===== src/rtl/nand_share_arbiter.sv =====
// Arbitrates NREQ requesters onto one shared WIDTH-bit NAND unit (nand_21 per bit).
// Define ARB_ROUND_ROBIN_EN for round-robin arbitration; default is fixed priority.

module nand_21 (
  input  logic a,
  input  logic b,
  output logic y
);
  assign y = ~(a & b);
endmodule

module nand_share_arbiter #(
  parameter int WIDTH = 4,
  parameter int NREQ  = 4,
  parameter int PTR_W = $clog2(NREQ)
) (
  input  logic                  clk,
  input  logic                  rst_n,
  input  logic [NREQ-1:0]       req,
  input  logic [NREQ*WIDTH-1:0] op_a,
  input  logic [NREQ*WIDTH-1:0] op_b,
  output logic [NREQ-1:0]       gnt,
  output logic [NREQ-1:0]       done,
  output logic [WIDTH-1:0]      result,
  output logic                  busy
);

  typedef enum logic [1:0] {S_IDLE, S_EXEC, S_DONE} state_t;

  state_t             state_q, state_d;
  logic [PTR_W-1:0]   id_q, id_d;
  logic [WIDTH-1:0]   opa_q, opa_d;
  logic [WIDTH-1:0]   opb_q, opb_d;
  logic [WIDTH-1:0]   result_q, result_d;
  logic [WIDTH-1:0]   nand_y;
  logic [WIDTH-1:0]   sel_a, sel_b;
  logic [PTR_W-1:0]   win;
  logic               any_req;
  logic [NREQ-1:0]    id_oh;

  assign any_req = |req;

  // Shared datapath sees only the operand registers.
  for (genvar g = 0; g < WIDTH; g++) begin : g_nand
    nand_21 u_nand (
      .a (opa_q[g]),
      .b (opb_q[g]),
      .y (nand_y[g])
    );
  end

`ifdef ARB_ROUND_ROBIN_EN
  logic [PTR_W-1:0] ptr_q, ptr_d;

  always_comb begin
    logic             found;
    logic [PTR_W-1:0] cand;
    win   = '0;
    found = 1'b0;
    cand  = '0;
    for (int unsigned k = 1; k <= unsigned'(NREQ); k++) begin
      cand = PTR_W'((32'(ptr_q) + k) % unsigned'(NREQ));
      if (!found && req[cand]) begin
        win   = cand;
        found = 1'b1;
      end
    end
  end

  always_comb begin
    ptr_d = ptr_q;
    if (state_q == S_IDLE && any_req) ptr_d = win;
  end

  always_ff @(posedge clk or negedge rst_n) begin
    if (!rst_n) ptr_q <= PTR_W'(NREQ - 1);
    else        ptr_q <= ptr_d;
  end
`else
  always_comb begin
    logic             found;
    logic [PTR_W-1:0] cand;
    win   = '0;
    found = 1'b0;
    cand  = '0;
    for (int unsigned i = 0; i < unsigned'(NREQ); i++) begin
      cand = PTR_W'(i);
      if (!found && req[cand]) begin
        win   = cand;
        found = 1'b1;
      end
    end
  end
`endif

  always_comb begin
    sel_a = '0;
    sel_b = '0;
    for (int unsigned i = 0; i < unsigned'(NREQ); i++) begin
      if (PTR_W'(i) == win) begin
        sel_a = op_a[i*WIDTH +: WIDTH];
        sel_b = op_b[i*WIDTH +: WIDTH];
      end
    end
  end

  always_comb begin
    state_d  = state_q;
    id_d     = id_q;
    opa_d    = opa_q;
    opb_d    = opb_q;
    result_d = result_q;
    unique case (state_q)
      S_IDLE: begin
        if (any_req) begin
          id_d    = win;
          opa_d   = sel_a;
          opb_d   = sel_b;
          state_d = S_EXEC;
        end
      end
      S_EXEC: begin
        result_d = nand_y;
        state_d  = S_DONE;
      end
      S_DONE:  state_d = S_IDLE;
      default: state_d = S_IDLE;
    endcase
  end

  always_ff @(posedge clk or negedge rst_n) begin
    if (!rst_n) begin
      state_q  <= S_IDLE;
      id_q     <= '0;
      opa_q    <= '0;
      opb_q    <= '0;
      result_q <= '0;
    end else begin
      state_q  <= state_d;
      id_q     <= id_d;
      opa_q    <= opa_d;
      opb_q    <= opb_d;
      result_q <= result_d;
    end
  end

  // gnt/done are decoded from state and id, so they clear with the FSM on reset.
  always_comb begin
    id_oh  = NREQ'(1) << id_q;
    busy   = (state_q != S_IDLE);
    gnt    = busy ? id_oh : '0;
    done   = (state_q == S_DONE) ? id_oh : '0;
    result = result_q;
  end

endmodule


===== config.mk =====
export PLATFORM = sky130hd
export DESIGN_NAME = nand_share_arbiter
export DESIGN_NICKNAME = d
export VERILOG_FILES = /design/src/rtl/nand_share_arbiter.sv
export SDC_FILE = /design/constraint.sdc
export NUM_CORES = 1
export LEC_CHECK = 0
export ABC_AREA = 0
export BUFFER_PORTS_ARGS = -buffer_cell sky130_fd_sc_hd__buf_2
export CAP_MARGIN = 5
export CORE_ASPECT_RATIO = 0.75
export CORE_MARGIN = 2
export CORE_UTILIZATION = 30
export DETAILED_ROUTE_END_ITERATION = 6
export GPL_TIMING_DRIVEN = 0
export PLACE_DENSITY = 0.57
export SLEW_MARGIN = 20
export SYNTH_ARGS = -nofsm -noshare
export SYNTH_HDL_FRONTEND = slang
export SYNTH_SLANG_ARGS = --single-unit

===== constraint.sdc =====
create_clock -name clk -period 2.95 [get_ports clk]
set_clock_uncertainty 0.1 [all_clocks]
set_input_delay 0.1475 -clock clk [delete_from_list [all_inputs] [get_ports clk]]
set_output_delay 0.1475 -clock clk [all_outputs]
set_load 0.01 [all_outputs]

Word level (Yosys, flattened, before mapping)
Index checks and enable logic that the tools add are counted.
Storage, ports and cells
  register bits after elaboration: 16
  output and inout bits: 13
Cells by class
  reductions and logical operators: 11
  bitwise logic cells: 8
  muxes and demuxes: 18
  equal/unequal tests: 6
  shifts and indexed selects: 1
Operators by type and width (count)
  $mux W4: 10
  $mux W2: 3
  $and A1 B1 Y1: 4
  $eq A2 B2 Y1 const A: 2
  $logic_not A2 Y1: 2
  $mux W1: 4
  $not A1 Y1: 4
  $pmux W2 S2: 1
  $reduce_or A4 Y1: 1
  $shl A1 B2 Y4 const A: 1
  $logic_and A1 B1 Y1: 3
  $logic_not A1 Y1: 3
  $eq A1 B2 Y1 const A: 1
  $eq A2 B1 Y1 const B: 1
  $eq A2 B2 Y1 const B: 1
  $ne A2 B2 Y1 const B: 1
  $reduce_and A2 Y1: 1
  $reduce_bool A2 Y1: 1

Logic depth before layout (Yosys ltp)
Gate-level depths: netlist of the first run.
  word-level depth: 15
  mapped depth: 6

Modules after synthesis
Synthesis of the first run repeated with hierarchy kept, for this count alone.
Second synthesis, totals
  cells, all modules: 115
  area total of the unflattened synthesis: 987.2 um^2
Modules (own cells, without submodules)
  nand_share_arbiter: times used 1, area an instance 972.2 um^2, cells an instance 111
  nand_21: times used 4, area an instance 3.8 um^2, cells an instance 1

Worst setup path before layout of the first run
OpenSTA, ideal clock, no wires.
  kind: reg-to-reg
  start point: reg state_q[1]
  end point: reg opa_q[3]
  clock period less this slack: 1230 ps
  library setup time: 92 ps
  arrival time: 1038 ps
  data required time: 2758 ps
  path slack: 1720 ps
  cell stages (with the launch flop): 5
  path through: dfrtp_1 -> nor2_1 -> o21ai_4 -> buf_4 -> o31ai_2
Between the ends
  cells in the longest elaborated chain, start to end: 2
Ends and longest elaborated chain
  start, declared: RTL line 30  | state_t state_q, state_d;
  start signal, assigned: RTL line 139  | state_q <= state_d;
  $logic_not A2 Y1: RTL line 113  | unique case (state_q)
  $reduce_and A2 Y1 (no source line)
  end signal, assigned: RTL line 141  | opa_q <= opa_d;
  end, declared: RTL line 32  | logic [WIDTH-1:0] opa_q, opa_d;
Every way passes these cells.
A chain may end at the register's enable or synchronous reset.

Worst setup path in the final report of the first run
  start point: reg state_q[1]
  end point: out gnt[2]
Between the ends
  cells in the longest elaborated chain, start to end: 2
Ends and longest elaborated chain
  $reduce_bool A2 Y1: RTL line 150  | busy = (state_q != S_IDLE);
  $mux W4: RTL line 151  | gnt = busy ? id_oh : '0;
  end, declared: RTL line 22  | output logic [NREQ-1:0] gnt,
Every way passes these cells.

==> results.txt, run 1 <==
Cts repair resizes: 0
Syn Area/Cell: 8.33 µm²
Antenna violations before repair: 0
Antenna-violating nets left: 0
Pleak: 0.627 nW
Final worst path period share: 0.540
Metal-1 WL: 1.32 mm
DRC: 0
Initial Utilization: 0.323
Root Buffer: clkbuf_8
H-Tree Depth: 1
Clock Latency Late Sink: 0.24 ns
WL/cell: 12.5 µm
Setup Fix Bufs, Post-CTS: 0
Primary FF master, synth: dfrtp_1
I/O pin count: 51
Clk buf depth: 2
Port buffer count: 50
Dpl hpwl: 2.09 mm
Clock Sink Count: 16
Cells after Synth: 117
All-layer global routing usage: 0.142
Register area: 400 µm²
Max IR drop VDD: 198 µV
First-pass GRT wire length: 4.00 mm
Die height: 53.4 µm
Pre-CTS WS: 1.47 ns
Die W: 69.8 µm
Mapped Area: 975 µm²
N_diodes: 0
P&R area growth vs syn: 35.8%
Final setup violation count: 0
FILL cells: 306
Largest family of logic cells by synthesized area: compound AO/OA/AOI/OAI gates
Outcome: finished clean
Slew margin rel.: 0.738
RSZ-0062 raised after global routing: false
Most numerous cell in the Yosys netlist: nor2_1
Startpoint Class: flop
XOR/XNOR Fraction of Synth Area: 0
Hold Crit Class: in2reg
Top-area cell type share of the netlist area: 0.411
Crit path DAT: 1.35 ns
Fin Setup TNS: 0 ns
Area share of fa/ha/maj cells after synthesis: 0
Fin crit period: 1.59 ns
Mapped Nets: 155
Final Power: 0.000978 W
Top cells by count, synth: 20 x nor2_1, 18 x nand2_1, 16 x dfrtp_1, 10 x a21oi_1, 9 x nor2b_1
Met2 WL: 1.08 mm
Highest Signal Layer: met4
CTS Hold Bufs: 1
Post-synth EDFFs: 0
Share of synthesized flip-flops with an asynchronous set or reset: 1.00
Max-cap violations: 0
DIE AREA: 3730 µm²
GRT overflow: 0
DR vias/cell: 4.71
Clock slew at reported path FFs: 0.06 ns
Share of layout cells above drive strength 1: 0.386
Highest Clock Rate: 628 MHz
CP max FO: 10
Top post-synthesis cells by area: dfrtp_1 41%, nor2_1 7.7%, a311oi_1 7.2%, nand2_1 6.9%, nor2b_1 5.8%
Crit path required time: 2.70 ns
Largest net degree at the start of global routing: 17
Core Region: 3020 µm²
Vias: 985
Area of the multi-input gates: 517 µm²
Cell Rows: 17
Ys Warns: 0
Endpoint class of the critical path: primary output
Total wire length: 2.62 mm
Final setup margin: 1.36 ns
WS Path Type: reg2out
Post-synthesis simple-gate area fraction: 0.264
# nets final: 211
Cell Pwr Density: 739 nW/µm²
Drt first pass iters: 4
Met3 WL post-DR: 206 µm
Vias in the first global route: 893
Mux cell area share after synthesis: 0
Final hold vios: 0
CTS tree: built
Iter 0 DRT Violations: 17
Sequential area share after synthesis: 0.411
Pin slew with the least headroom to its limit: 0.393 ns
Gpl congestion: 0.730
Fraction of the mapped netlist area in compound gates: 0.266
Unique masters post-synth: 25
Post-synth top area cell: dfrtp_1
Yosys reg bits: 16
Cts bufs inserted: 3
Slew Limit Fails: 0
==> worst paths after layout <==
path | from | to | slack (ns) | cells after the start
min in group asynchronous | rst_n | result[3]$_DFFE_PN0N_ | 0.25 | 2
worst max register to register | state_q[1]$_DFFE_PN0P_ | id_q[0]$_DFFE_PN0P_ | 1.58 | 5
worst min-delay path | op_b[15] | opb_q[3]$_DFFE_PN0P_ | 0.09 | 3
max in group asynchronous | rst_n | state_q[1]$_DFFE_PN0P_ | 2.23 | 2
worst max-delay path | state_q[1]$_DFFE_PN0P_ | gnt[2] | 1.36 | 4
worst min register to register | opb_q[0]$_DFFE_PN0P_ | result[0]$_DFFE_PN0N_ | 0.35 | 1
==> worst max-delay path, cell delays in order (launching register included) <==
cell and delay (ns):
dfrtp_1 0.39, nor2_1 0.23, buf_2 0.26, nor2_1 0.08, buf_2 0.14
==> metrics by stage <==
stage                     utilization  hold slack [ns]  cell area (µm²)  instances
after CTS                       0.438           0.0907             1320        209
final                           0.438           0.0897             1320        209
after floorplan                     -           -0.248              975        117
after global placement          0.421          -0.0225             1270        205
after global routing            0.438           0.0955             1320        209
after detailed placement        0.421          -0.0185             1270        205
==> final cells by class <==
cell class                      instances  share of cell area
Tap cell                               38              0.0359
Clock buffer                            3              0.0312
Inverter                                3             0.00851
Timing Repair Buffer                   51               0.197
Buffer                                  8              0.0350
Sequential cell                        16               0.302
Multi-Input combinational cell         90               0.390
==> layer usage <==
metal | vias to the layer above | global-route usage
li1 | 519 | -
met1 | 424 | 0.184
met2 | 40 | 0.230
met3 | 2 | 0.0476
met4 | 0 | 0.0385
met5 | - | 0
==> where the power goes <==
part / leakage (nW) / internal [W] / total [W] / switching (W)
combinational: 0.420 / 0.000187 / 0.000440 / 0.000253
clock: 0.0216 / 0.0000905 / 0.000162 / 0.0000715
sequential: 0.186 / 0.000314 / 0.000376 / 0.0000626
total: 0.627 / 0.000591 / 0.000978 / 0.000387
==> flip-flops by register name, indices dropped and copies added, names as in the netlist <==
| name | cells |
|---|---|
| opa_q | 4 |
| state_q | 2 |
| result | 4 |
| id_q | 2 |
| opb_q | 4 |
==> placed cells by master (no fill, tap or decap), drive strengths merged <==
cell         instances
buf                 56
nor2                20
nand2               18
dfrtp               16
a21oi               10
nor2b                9
a311oi               8
o31ai                8
clkbuf               5
a31oi                4
nand2b               4
inv                  3
or2                  3
nor3                 2
o21ai                2
o21bai               1
a221oi               1
dlygate4sd3          1
==> logic make-up (layout without fill, tap and decap cells) <==
group | count (synthesis) | in the layout
simple gates | 56 | 56
compound gates | 34 | 34
flops | 16 | 16
buf+inv | 11 | 65
Power figures use the tool's default switching activity.
==> run 2: changes to the inputs <==
--- a/config.mk
+++ b/config.mk
@@ -13,7 +13,7 @@
 export CORE_UTILIZATION = 30
 export DETAILED_ROUTE_END_ITERATION = 6
 export GPL_TIMING_DRIVEN = 0
-export PLACE_DENSITY = 0.57
+export PLACE_DENSITY = 0.59
 export SLEW_MARGIN = 20
 export SYNTH_ARGS = -nofsm -noshare
 export SYNTH_HDL_FRONTEND = slang
==> constraint.sdc (replaced) <==
create_clock -name clk -period 1.45 [get_ports clk]
set_clock_uncertainty 0.1 [all_clocks]
set_input_delay 0.0725 -clock clk [delete_from_list [all_inputs] [get_ports clk]]
set_output_delay 0.0725 -clock clk [all_outputs]
set_load 0.01 [all_outputs]
==> run 2 against run 1 <==
Register-to-register slack got worse by 1.4 ns. Non-clock buffer count unchanged. Wire length shrank 0.53%. Via count up 2.6%. Die area did not move. Count of clock-buffer cells in the layout increased by 1. Total power grew 110%. Critical path type unchanged. Critical endpoint is now gnt[0].
==> results.txt, run 2 (same netlist as run 1, synthesis figures left out) <==
Setup Fix Bufs, Post-CTS: 0 (unchanged)
Max-cap violations: 0 (unchanged)
Antenna violations before repair: 0 (unchanged)
Hold Crit Class: in2reg
Final worst path period share: 0.957
Startpoint Class: flop
Antenna-violating nets left: 0 (unchanged)
R2r endpoint: result[1]$_DFFE_PN0N_
WL/cell: 12.4 µm (-1.0%)
WS Path Type: reg2out
Dpl hpwl: 2.13 mm (+2.3%)
Port buffer count: 50 (unchanged)
Clock Latency Late Sink: 0.25 ns (about the same)
H-Tree Depth: 1 (unchanged)
R2R Setup Slk: 0.19 ns (-1.39 ns)
DIE AREA: 3730 µm² (unchanged)
Endpoint class of the critical path: primary output
All-layer global routing usage: 0.150 (+0.00755)
Outcome: finished clean
Register-to-Register Path Depth: 4 (-1)
Clock slew at reported path FFs: 0.07 ns (about the same)
N_diodes: 0 (unchanged)
Pre-CTS WS: 0.0422 ns (-1.42 ns)
Initial Utilization: 0.323 (unchanged)
Vias in the first global route: 959 (+7.4%)
Finished Layout Cells: 210 (+0.48%)
GRT overflow: 0 (unchanged)
Slew Limit Fails: 0 (unchanged)
Critical R2R Launch: state_q[1]$_DFFE_PN0P_
Clock Sink Count: 16 (unchanged)
Placed cell count: 205 (unchanged)
Most frequent cells in the layout: 53 x buf_2, 19 x nor2_1, 18 x nand2_1
Cell Pwr Density: 1550 nW/µm² (+110%)
Total wire length: 2.61 mm (-0.53%)
Pin slew with the least headroom to its limit: 0.386 ns (-0.00720 ns)
I/O pin count: 51 (unchanged)
Share of layout cells above drive strength 1: 0.395 (+0.00938)
Cts bufs inserted: 3 (unchanged)
Iter 0 DRT Violations: 40 (+23)
Drt first pass iters: 4 (unchanged)
Critical path origin: state_q[1]$_DFFE_PN0P_
Gpl congestion: 0.739 (+1.2%)
Crit path required time: 1.28 ns (-1.42 ns)
First-pass GRT wire length: 4.34 mm (+8.6%)
Post-Route Utilization: 0.446 (+0.00787)
CP Capture Point: gnt[0]
DR vias/cell: 4.81 (+2.2%)
Slew margin rel.: 0.743 (+0.00480)
Cell Rows: 17 (unchanged)
Final hold vios: 0 (unchanged)
Core Region: 3020 µm² (unchanged)
FILL cells: 317 (+3.6%)
CTS tree: built
Pleak: 0.636 nW (+1.5%)
Fin crit period: 1.39 ns
Clk buf depth: 2 (unchanged)
Final setup margin: 0.0618 ns (-1.30 ns)
Die W: 69.8 µm (unchanged)
Final setup violation count: 0 (unchanged)
CP max FO: 10 (unchanged)
Commonest non-fill, non-tap cell in the layout: buf_2
Max IR drop VDD: 384 µV (+93%)
Die height: 53.4 µm (unchanged)
DRC: 0 (unchanged)
Highest Clock Rate: 720 MHz
P&R area growth vs syn: 38.3%
Largest net degree at the start of global routing: 17 (unchanged)
Crit path DAT: 1.22 ns (-0.13 ns)
Root Buffer: clkbuf_8
RSZ-0062 raised after global routing: false
# nets final: 211 (unchanged)
Fin Setup TNS: 0 ns (unchanged)
Vias: 1,011 (+2.6%)
run 2: final cells by class:
cell class / count / area, µm² / share of cell area
multi-input cells: 90 / 524 / 0.389
flip-flops and latches: 16 / 400 / 0.297
repair buffers: 51 / 260 / 0.193
clock buffers: 4 / 55.1 / 0.0409
plain buffers: 8 / 48.8 / 0.0362
well taps: 38 / 47.5 / 0.0353
inverters: 3 / 11.3 / 0.00836
run 2: timing repair:
item	4_1_cts	5_1_grt
endpoints found under the hold margin	16	0
resized for setup	2	1
pin swaps	0	0
hold buffers	1	0
endpoints found under the setup margin	5	5
run 2: metal layers:
| metal | up-vias | part of all wire | wire [µm] | track usage |
|---|---|---|---|---|
| met3 | 2 | 0.086 | 225 | 0.0590 |
| met1 | 446 | 0.49 | 1290 | 0.188 |
| li1 | 520 | - | - | - |
| met5 | - | 0 | 0 | 0 |
| met2 | 43 | 0.41 | 1080 | 0.244 |
| met4 | 0 | 0.0054 | 14 | 0.0353 |
run 2: worst min-delay path by stage:
| stage | from | to | slack (ns) | cells past startpoint |
|---|---|---|---|---|
| 2_1_floorplan | rst_n | id_q[0]$_DFFE_PN0P_ | -0.32 | 0 |
| 3_3_place_gp | rst_n | result[1]$_DFFE_PN0N_ | -0.1 | 1 |
| 3_5_place_dp | rst_n | result[0]$_DFFE_PN0N_ | -0.09 | 1 |
| 4_1_cts | op_a[12] | opa_q[0]$_DFFE_PN0P_ | 0.02 | 3 |
| 5_1_grt | op_a[14] | opa_q[2]$_DFFE_PN0P_ | 0.03 | 3 |
| 6_report | op_a[12] | opa_q[0]$_DFFE_PN0P_ | 0.01 | 3 |
run 2: stage by stage:
stage | hold slack, ns | total power, W | instance area [µm²]
floorplan | -0.323 | 0.00136 | 975
global placement | -0.0996 | 0.00164 | 1270
detailed placement | -0.0884 | 0.00168 | 1270
CTS | 0.0151 | 0.00209 | 1340
global route | 0.0319 | 0.00226 | 1350
finish | 0.0130 | 0.00209 | 1350
run 2: where the power goes:
part | internal [W] | switching [W] | leakage (nW)
sequential | 0.000638 | 0.000152 | 0.186
combinational | 0.000400 | 0.000512 | 0.422
clock | 0.000241 | 0.000150 | 0.0288
run 2: critical path: stages (launching register included):
cell and delay, ns:
dfrtp_1 0.42, nor2_4 0.16, buf_4 0.19, nor3_1 0.05, buf_2 0.14
